**config.mk**
```make
export PLATFORM = sky130hd
export DESIGN_NAME = interp_window_feeder
export DESIGN_NICKNAME = d
export VERILOG_FILES = /design/src/rtl/interp_pkg.sv /design/src/rtl/interp_shift_window.sv /design/src/rtl/interp_window_feeder.sv
export SDC_FILE = /design/constraint.sdc
export NUM_CORES = 1
export LEC_CHECK = 0
export CAP_MARGIN = 15
export CORE_MARGIN = 3
export CORE_UTILIZATION = 30
export DETAILED_ROUTE_END_ITERATION = 7
export PLACE_DENSITY_LB_ADDON = 0.2
export SYNTH_ARGS = -nofsm -noshare
export SYNTH_HDL_FRONTEND = slang
export SYNTH_SLANG_ARGS = --single-unit
```
**constraint.sdc**
```tcl
create_clock -name clk -period 2.5 [get_ports clk]
set_input_delay 0.5 -clock clk [delete_from_list [all_inputs] [get_ports clk]]
set_output_delay 0.5 -clock clk [all_outputs]
set_load 0.01 [all_outputs]
```
**src/rtl/interp_pkg.sv**
```systemverilog
// Shared constants and state encoding for the interpolation window feeder.
// Kept separate so the tap-filter blocks downstream can share the same definitions.
package interp_pkg;

   localparam int unsigned NTAPS      = 8;
   localparam int unsigned FRAC_W     = 4;
   localparam int unsigned CENTER_TAP = 3;

   typedef enum logic [1:0] {
      IDLE   = 2'd0,
      FILL   = 2'd1,
      STREAM = 2'd2
   } state_e;

endpackage

```
**src/rtl/interp_shift_window.sv**
```systemverilog
// History shift register for the sliding window: entry 0 is oldest, entry DEPTH-1 newest.
// load_first starts a fresh row, clearing stale history below the new top sample.
module interp_shift_window #(
   parameter int unsigned DW    = 32,
   parameter int unsigned DEPTH = 7
) (
   input  logic                  clk,
   input  logic                  rst_n,
   input  logic                  i_shift,
   input  logic                  i_load_first,
   input  logic [DW-1:0]         i_data,
   output logic [DEPTH*DW-1:0]   o_win
);

   logic [DW-1:0] r_win [DEPTH];

   always_ff @(posedge clk or negedge rst_n) begin
      if (!rst_n) begin
         for (int unsigned k = 0; k < DEPTH; k++) r_win[k] <= '0;
      end else if (i_load_first) begin
         for (int unsigned k = 0; k < DEPTH - 1; k++) r_win[k] <= '0;
         r_win[DEPTH-1] <= i_data;
      end else if (i_shift) begin
         for (int unsigned k = 0; k < DEPTH - 1; k++) r_win[k] <= r_win[k+1];
         r_win[DEPTH-1] <= i_data;
      end
   end

   for (genvar g = 0; g < DEPTH; g++) begin : g_flat
      assign o_win[g*DW +: DW] = r_win[g];
   end

endmodule

```
**src/rtl/interp_window_feeder.sv**
```systemverilog
// Builds sliding NTAPS-sample windows from a valid/ready sample stream, one registered
// window per output position, tagged with the row's fractional phase.
module interp_window_feeder #(
   parameter int unsigned IW      = 10,
   parameter int unsigned DW      = 32,
   parameter int unsigned NTAPS   = 8,
   parameter int unsigned ROW_LEN = 16
) (
   input  logic                              clk,
   input  logic                              rst_n,
   input  logic                              s_valid,
   output logic                              s_ready,
   input  logic [IW-1:0]                     s_data,
   input  logic                              s_sol,
   input  logic [interp_pkg::FRAC_W-1:0]     s_frac,
   output logic                              m_valid,
   input  logic                              m_ready,
   output logic [NTAPS*DW-1:0]               m_x,
   output logic [interp_pkg::FRAC_W-1:0]     m_frac,
   output logic                              m_last,
   output logic                              err
);

   import interp_pkg::*;

   localparam int unsigned HIST   = NTAPS - 1;
   localparam int unsigned FILL_W = 3;
   localparam int unsigned POS_W  = (ROW_LEN > 1) ? $clog2(ROW_LEN) : 1;
   localparam logic [FILL_W-1:0] FILL_PRE = FILL_W'(HIST - 1);
   localparam logic [POS_W-1:0]  POS_LAST = POS_W'(ROW_LEN - 1);

   state_e                    r_state, w_state_nxt;
   logic [FILL_W-1:0]         r_fill_cnt, w_fill_nxt;
   logic [POS_W-1:0]          r_pos_cnt, w_pos_nxt;
   logic [FRAC_W-1:0]         r_frac, w_frac_nxt;
   logic                      r_err, w_err_nxt;

   logic                      r_m_valid;
   logic [NTAPS*DW-1:0]       r_m_x;
   logic [FRAC_W-1:0]         r_m_frac;
   logic                      r_m_last;

   logic                      w_accept;
   logic                      w_shift;
   logic                      w_load_first;
   logic                      w_out_load;
   logic                      w_out_last;
   logic [DW-1:0]             w_new;
   logic [HIST*DW-1:0]        w_win;

   // Only STREAM is throttled by the output register; filling never touches it.
   assign s_ready  = (r_state != STREAM) || !r_m_valid || m_ready;
   assign w_accept = s_valid && s_ready;
   assign w_new    = DW'(s_data);

   interp_shift_window #(
      .DW    (DW),
      .DEPTH (HIST)
   ) u_win (
      .clk          (clk),
      .rst_n        (rst_n),
      .i_shift      (w_shift),
      .i_load_first (w_load_first),
      .i_data       (w_new),
      .o_win        (w_win)
   );

   always_ff @(posedge clk or negedge rst_n) begin
      if (!rst_n) begin
         r_state    <= IDLE;
         r_fill_cnt <= '0;
         r_pos_cnt  <= '0;
         r_frac     <= '0;
         r_err      <= 1'b0;
      end else begin
         r_state    <= w_state_nxt;
         r_fill_cnt <= w_fill_nxt;
         r_pos_cnt  <= w_pos_nxt;
         r_frac     <= w_frac_nxt;
         r_err      <= w_err_nxt;
      end
   end

   always_comb begin
      w_state_nxt  = r_state;
      w_fill_nxt   = r_fill_cnt;
      w_pos_nxt    = r_pos_cnt;
      w_frac_nxt   = r_frac;
      w_err_nxt    = r_err;
      w_shift      = 1'b0;
      w_load_first = 1'b0;
      w_out_load   = 1'b0;
      w_out_last   = 1'b0;

      // A start-of-row always restarts filling, whatever the current state.
      if (w_accept && s_sol) begin
         w_frac_nxt   = s_frac;
         w_load_first = 1'b1;
         w_fill_nxt   = FILL_W'(1);
         w_pos_nxt    = '0;
         w_state_nxt  = FILL;
         if (r_state != IDLE) w_err_nxt = 1'b1;
      end else if (w_accept) begin
         case (r_state)
            IDLE: begin
               w_err_nxt = 1'b1;
            end
            FILL: begin
               w_shift    = 1'b1;
               w_fill_nxt = r_fill_cnt + FILL_W'(1);
               if (r_fill_cnt == FILL_PRE) w_state_nxt = STREAM;
            end
            STREAM: begin
               w_shift    = 1'b1;
               w_out_load = 1'b1;
               w_out_last = (r_pos_cnt == POS_LAST);
               if (w_out_last) begin
                  w_state_nxt = IDLE;
                  w_pos_nxt   = '0;
                  w_fill_nxt  = '0;
               end else begin
                  w_pos_nxt = r_pos_cnt + POS_W'(1);
               end
            end
            default: w_state_nxt = IDLE;
         endcase
      end
   end

   // Output register: loads on a STREAM accept, drains on m_ready otherwise.
   always_ff @(posedge clk or negedge rst_n) begin
      if (!rst_n) begin
         r_m_valid <= 1'b0;
         r_m_x     <= '0;
         r_m_frac  <= '0;
         r_m_last  <= 1'b0;
      end else if (w_out_load) begin
         r_m_valid <= 1'b1;
         r_m_x     <= {w_new, w_win};
         r_m_frac  <= r_frac;
         r_m_last  <= w_out_last;
      end else if (m_ready) begin
         r_m_valid <= 1'b0;
      end
   end

   assign m_valid = r_m_valid;
   assign m_x     = r_m_x;
   assign m_frac  = r_m_frac;
   assign m_last  = r_m_last;
   assign err     = r_err;

endmodule
```
==> summary.txt <==
Global routing
  – GR Overflow Total: 0
  – Pin count of the biggest net entering global routing: between 40 and 50
  – Global-route wire length before repair: ~26000 µm
  – Vias in the first global route: between 4000 and 5000
  – Initial antenna violation count: 0
  – GR Util All Layers: a little under an eighth

Floorplanning
  – DIE AREA: approximately 0.029 mm²
  – Initial Utilization: 30.6%
  – Placeable Area: about 0.026 mm²
  – Die Y: between 150 and 200 µm
  – Die Width: about 170 µm
  – # rows: between 50 and 60
  – Num ports: 283

Worst setup path
  – Crit start category: flip-flop
  – CP max-delay cell: dfrtp_1
  – CP max stage delay: 400 ps
  – CP Cell Sequence: inv_1 -> ha_1 -> nand3b_4 -> buf_4 -> dlymetal6s2s_1
  – CP Class: reg -> out
  – WP data arrival: around 1600 ps
  – Critical path peak fanout: 9
  – Crit end category: primary output
  – CP required: ~2000 ps

Synth
  – Post-synth top area cell: dfrtp_1
  – Count leader, synth: buf_4
  – Post-synthesis sequential area ratio: 53.2%
  – Prevailing post-synth register cell: dfrtp_1
  – Yosys top cell area share: between 50% and 60%
  – Synth top area cells: dfrtp_1 53%, buf_4 17%, mux2_2 14%
  – Post-Syn Area: 0.00799 mm²
  – FF+latch count, synth: between 150 and 200
  – Ys async rst share: 100%
  – Synth cell count leaders: 177 x buf_4, 170 x dfrtp_1, 118 x nand2_1
  – Post-Syn Instances: 709
  – Ys Warns: 0
  – Synth unique cells: 30
  – Syn_area_per_cell: about 11 µm²
  – EDFF count, synth: 0

Job
  – Max-cap violation count: 0

Drt
  – Routed Wire Length: between 15000 and 20000 µm
  – Post-route ant nets: 0
  – Vias per inst: 4.06
  – Initial DRC count: between 200 and 250
  – Number of detailed-route iterations in the first pass: 6
  – Via count: about 4700
  – DRC viols: 0
  – Wire length per cell: 14.7 µm

Clocking
  – CTS sink cnt: 170
  – CTS tree: built
  – CTS buffer count: 17
  – Post-CTS setup buffers: 0
  – Clk_lat worst skew: roughly 420 ps
  – Clock tree buffer depth: 2
  – Root Driver: clkbuf_16
  – Number of H-tree levels: 4
  – Worst-path clk slew: about 70 ps

Power and ir drop
  – Worst VDD drop: ~0.36 mV
  – Pwr/cell area: approximately 800 mW/mm²
  – Total power: around 7700 µW
  – Leakage dissipation: approximately 0.0047 µW

Timing
  – Post-route clock period utilization: between 80 and 90%
  – Clock Skews: roughly 7.4 ps
  – Max Slew Vio Count: 0
  – Final Worst Setup Slack: ~440 ps
  – RSZ-0062 raised after global routing: no
  – Final hold vios: 0
  – Final setup vio count: 0
  – Setup TNS: 0 ps
  – Fmax: 0.486 GHz
  – Tmin final: 2060 ps

Status
  – Outcome: finished, final reports clean

Layout
  – Area Growth Syn to Fin: 19.2%
  – Post-route cell area: around 0.0095 mm²
  – Number of antenna diodes: 0
  – Layout net count: 847
  – Layout cells sized above 1: 18.3%

Place
  – Setup WS pre-CTS: around 150 ps
  – Post-DP HPWL: approximately 12000 µm
  – Gpl congestion: roughly 0.73
  – PortBufs: around 110
  – DP Area: just under 0.009 mm²

Worst hold path
  – Hold Path Class: reg -> reg
## repair_timing
action	4_1_cts	5_1_grt
endpoints found under the setup margin	0	1
resized for setup	0	1
hold endpoints to repair	1	0
hold buffers	1	0
## placed cells by master (no fill, tap or decap), types with 2 or more instances in the layout
master,instances
clkinv_2,2
conb_1,176
buf_12,8
o31ai_1,3
ha_1,7
a21oi_1,49
a22o_1,9
o21bai_1,2
clkdlybuf4s50_1,104
o21ai_0,9
clkinv_4,2
and3_1,2
clkinvlp_4,3
inv_6,5
nand2b_1,7
o211ai_1,2
buf_4,10
mux2_2,96
nor2b_1,3
and3_2,2
dfrtp_1,170
clkbuf_16,17
inv_1,7
a21o_1,3
nand2_1,118
bufinv_16,2
## final cells by class
class	instances	area, µm²
clock buffer	17	425
tap	335	419
fill	2596	16600
sequential	170	4250
multi-input combinational	500	2930
timing repair buffer	125	1310
clock inverter	15	165
inverter	7	26.3
## logic make-up after synthesis
logic type	after synthesis	synth area share [%]
multiplexers	96	13.5
flip-flops	170	53.2
AO/OA/AOI/OAI	81	6.06
adder cells (fa/ha/maj)	7	1.10
buffers and inverters	214	18.6
AND/OR/NAND/NOR	140	7.42
other	1	0.0469
## flip-flops by register name (all words and copies together) (netlist names)
signal       cells
m_x             80
u_win.o_win     70
m_frac           4
r_frac           4
r_pos_cnt        4
r_fill_cnt       3
r_state          2
err              1
m_last           1
m_valid          1
## through the flow
| stage | cells | hold slack, ps | utilization [%] |
|---|---|---|---|
| finish | 1169 | 472 | 36.5 |
| global route | 1169 | 508 | 36.5 |
| CTS | 1169 | 477 | 36.4 |
| detailed placement | 1136 | 459 | 34.1 |
| global placement | 1136 | 458 | 34.1 |
| floorplan | 884 | 204 | - |
## worst max-delay path: cells and delay by family, from the launching register on
kind	cells	cell delay [ps]
DFF	1	400
and+or+nand+nor	1	80
adders and majority gates	1	220
buffers and inverters	3	430
## metal layers
metal  wire, µm  vias up  global-route usage (%)
li1           -     2221                       -
met1       8010     2358                    16.7
met2       7960      152                    18.0
met3       1000       16                    3.59
met4        171        0                    3.41
met5          0        -                       0
## power by group
group          total (µW)  switching, µW  leakage (µW)  internal [µW]
Sequential           3480            314       0.00231           3160
Clock                2660           1170      0.000283           1490
Combinational        1610            863       0.00207            744
## worst paths after layout
kind | start | to | slack [ps] | depth (start not counted)
min in group asynchronous | rst_n | u_win.o_win[3]$_DFFE_PN0P_ | 580 | 2
min | r_frac[3]$_DFFE_PN0P_ | r_frac[3]$_DFFE_PN0P_ | 470 | 2
min reg2reg | r_frac[3]$_DFFE_PN0P_ | r_frac[3]$_DFFE_PN0P_ | 470 | 2
max in group asynchronous | rst_n | m_x[134]$_DFFE_PN0P_ | 1230 | 3
max reg2reg | r_state[0]$_DFFE_PN0P_ | r_state[0]$_DFFE_PN0P_ | 490 | 10
max | r_state[0]$_DFFE_PN0P_ | s_ready | 440 | 5
Power figures use the tool's default switching activity.
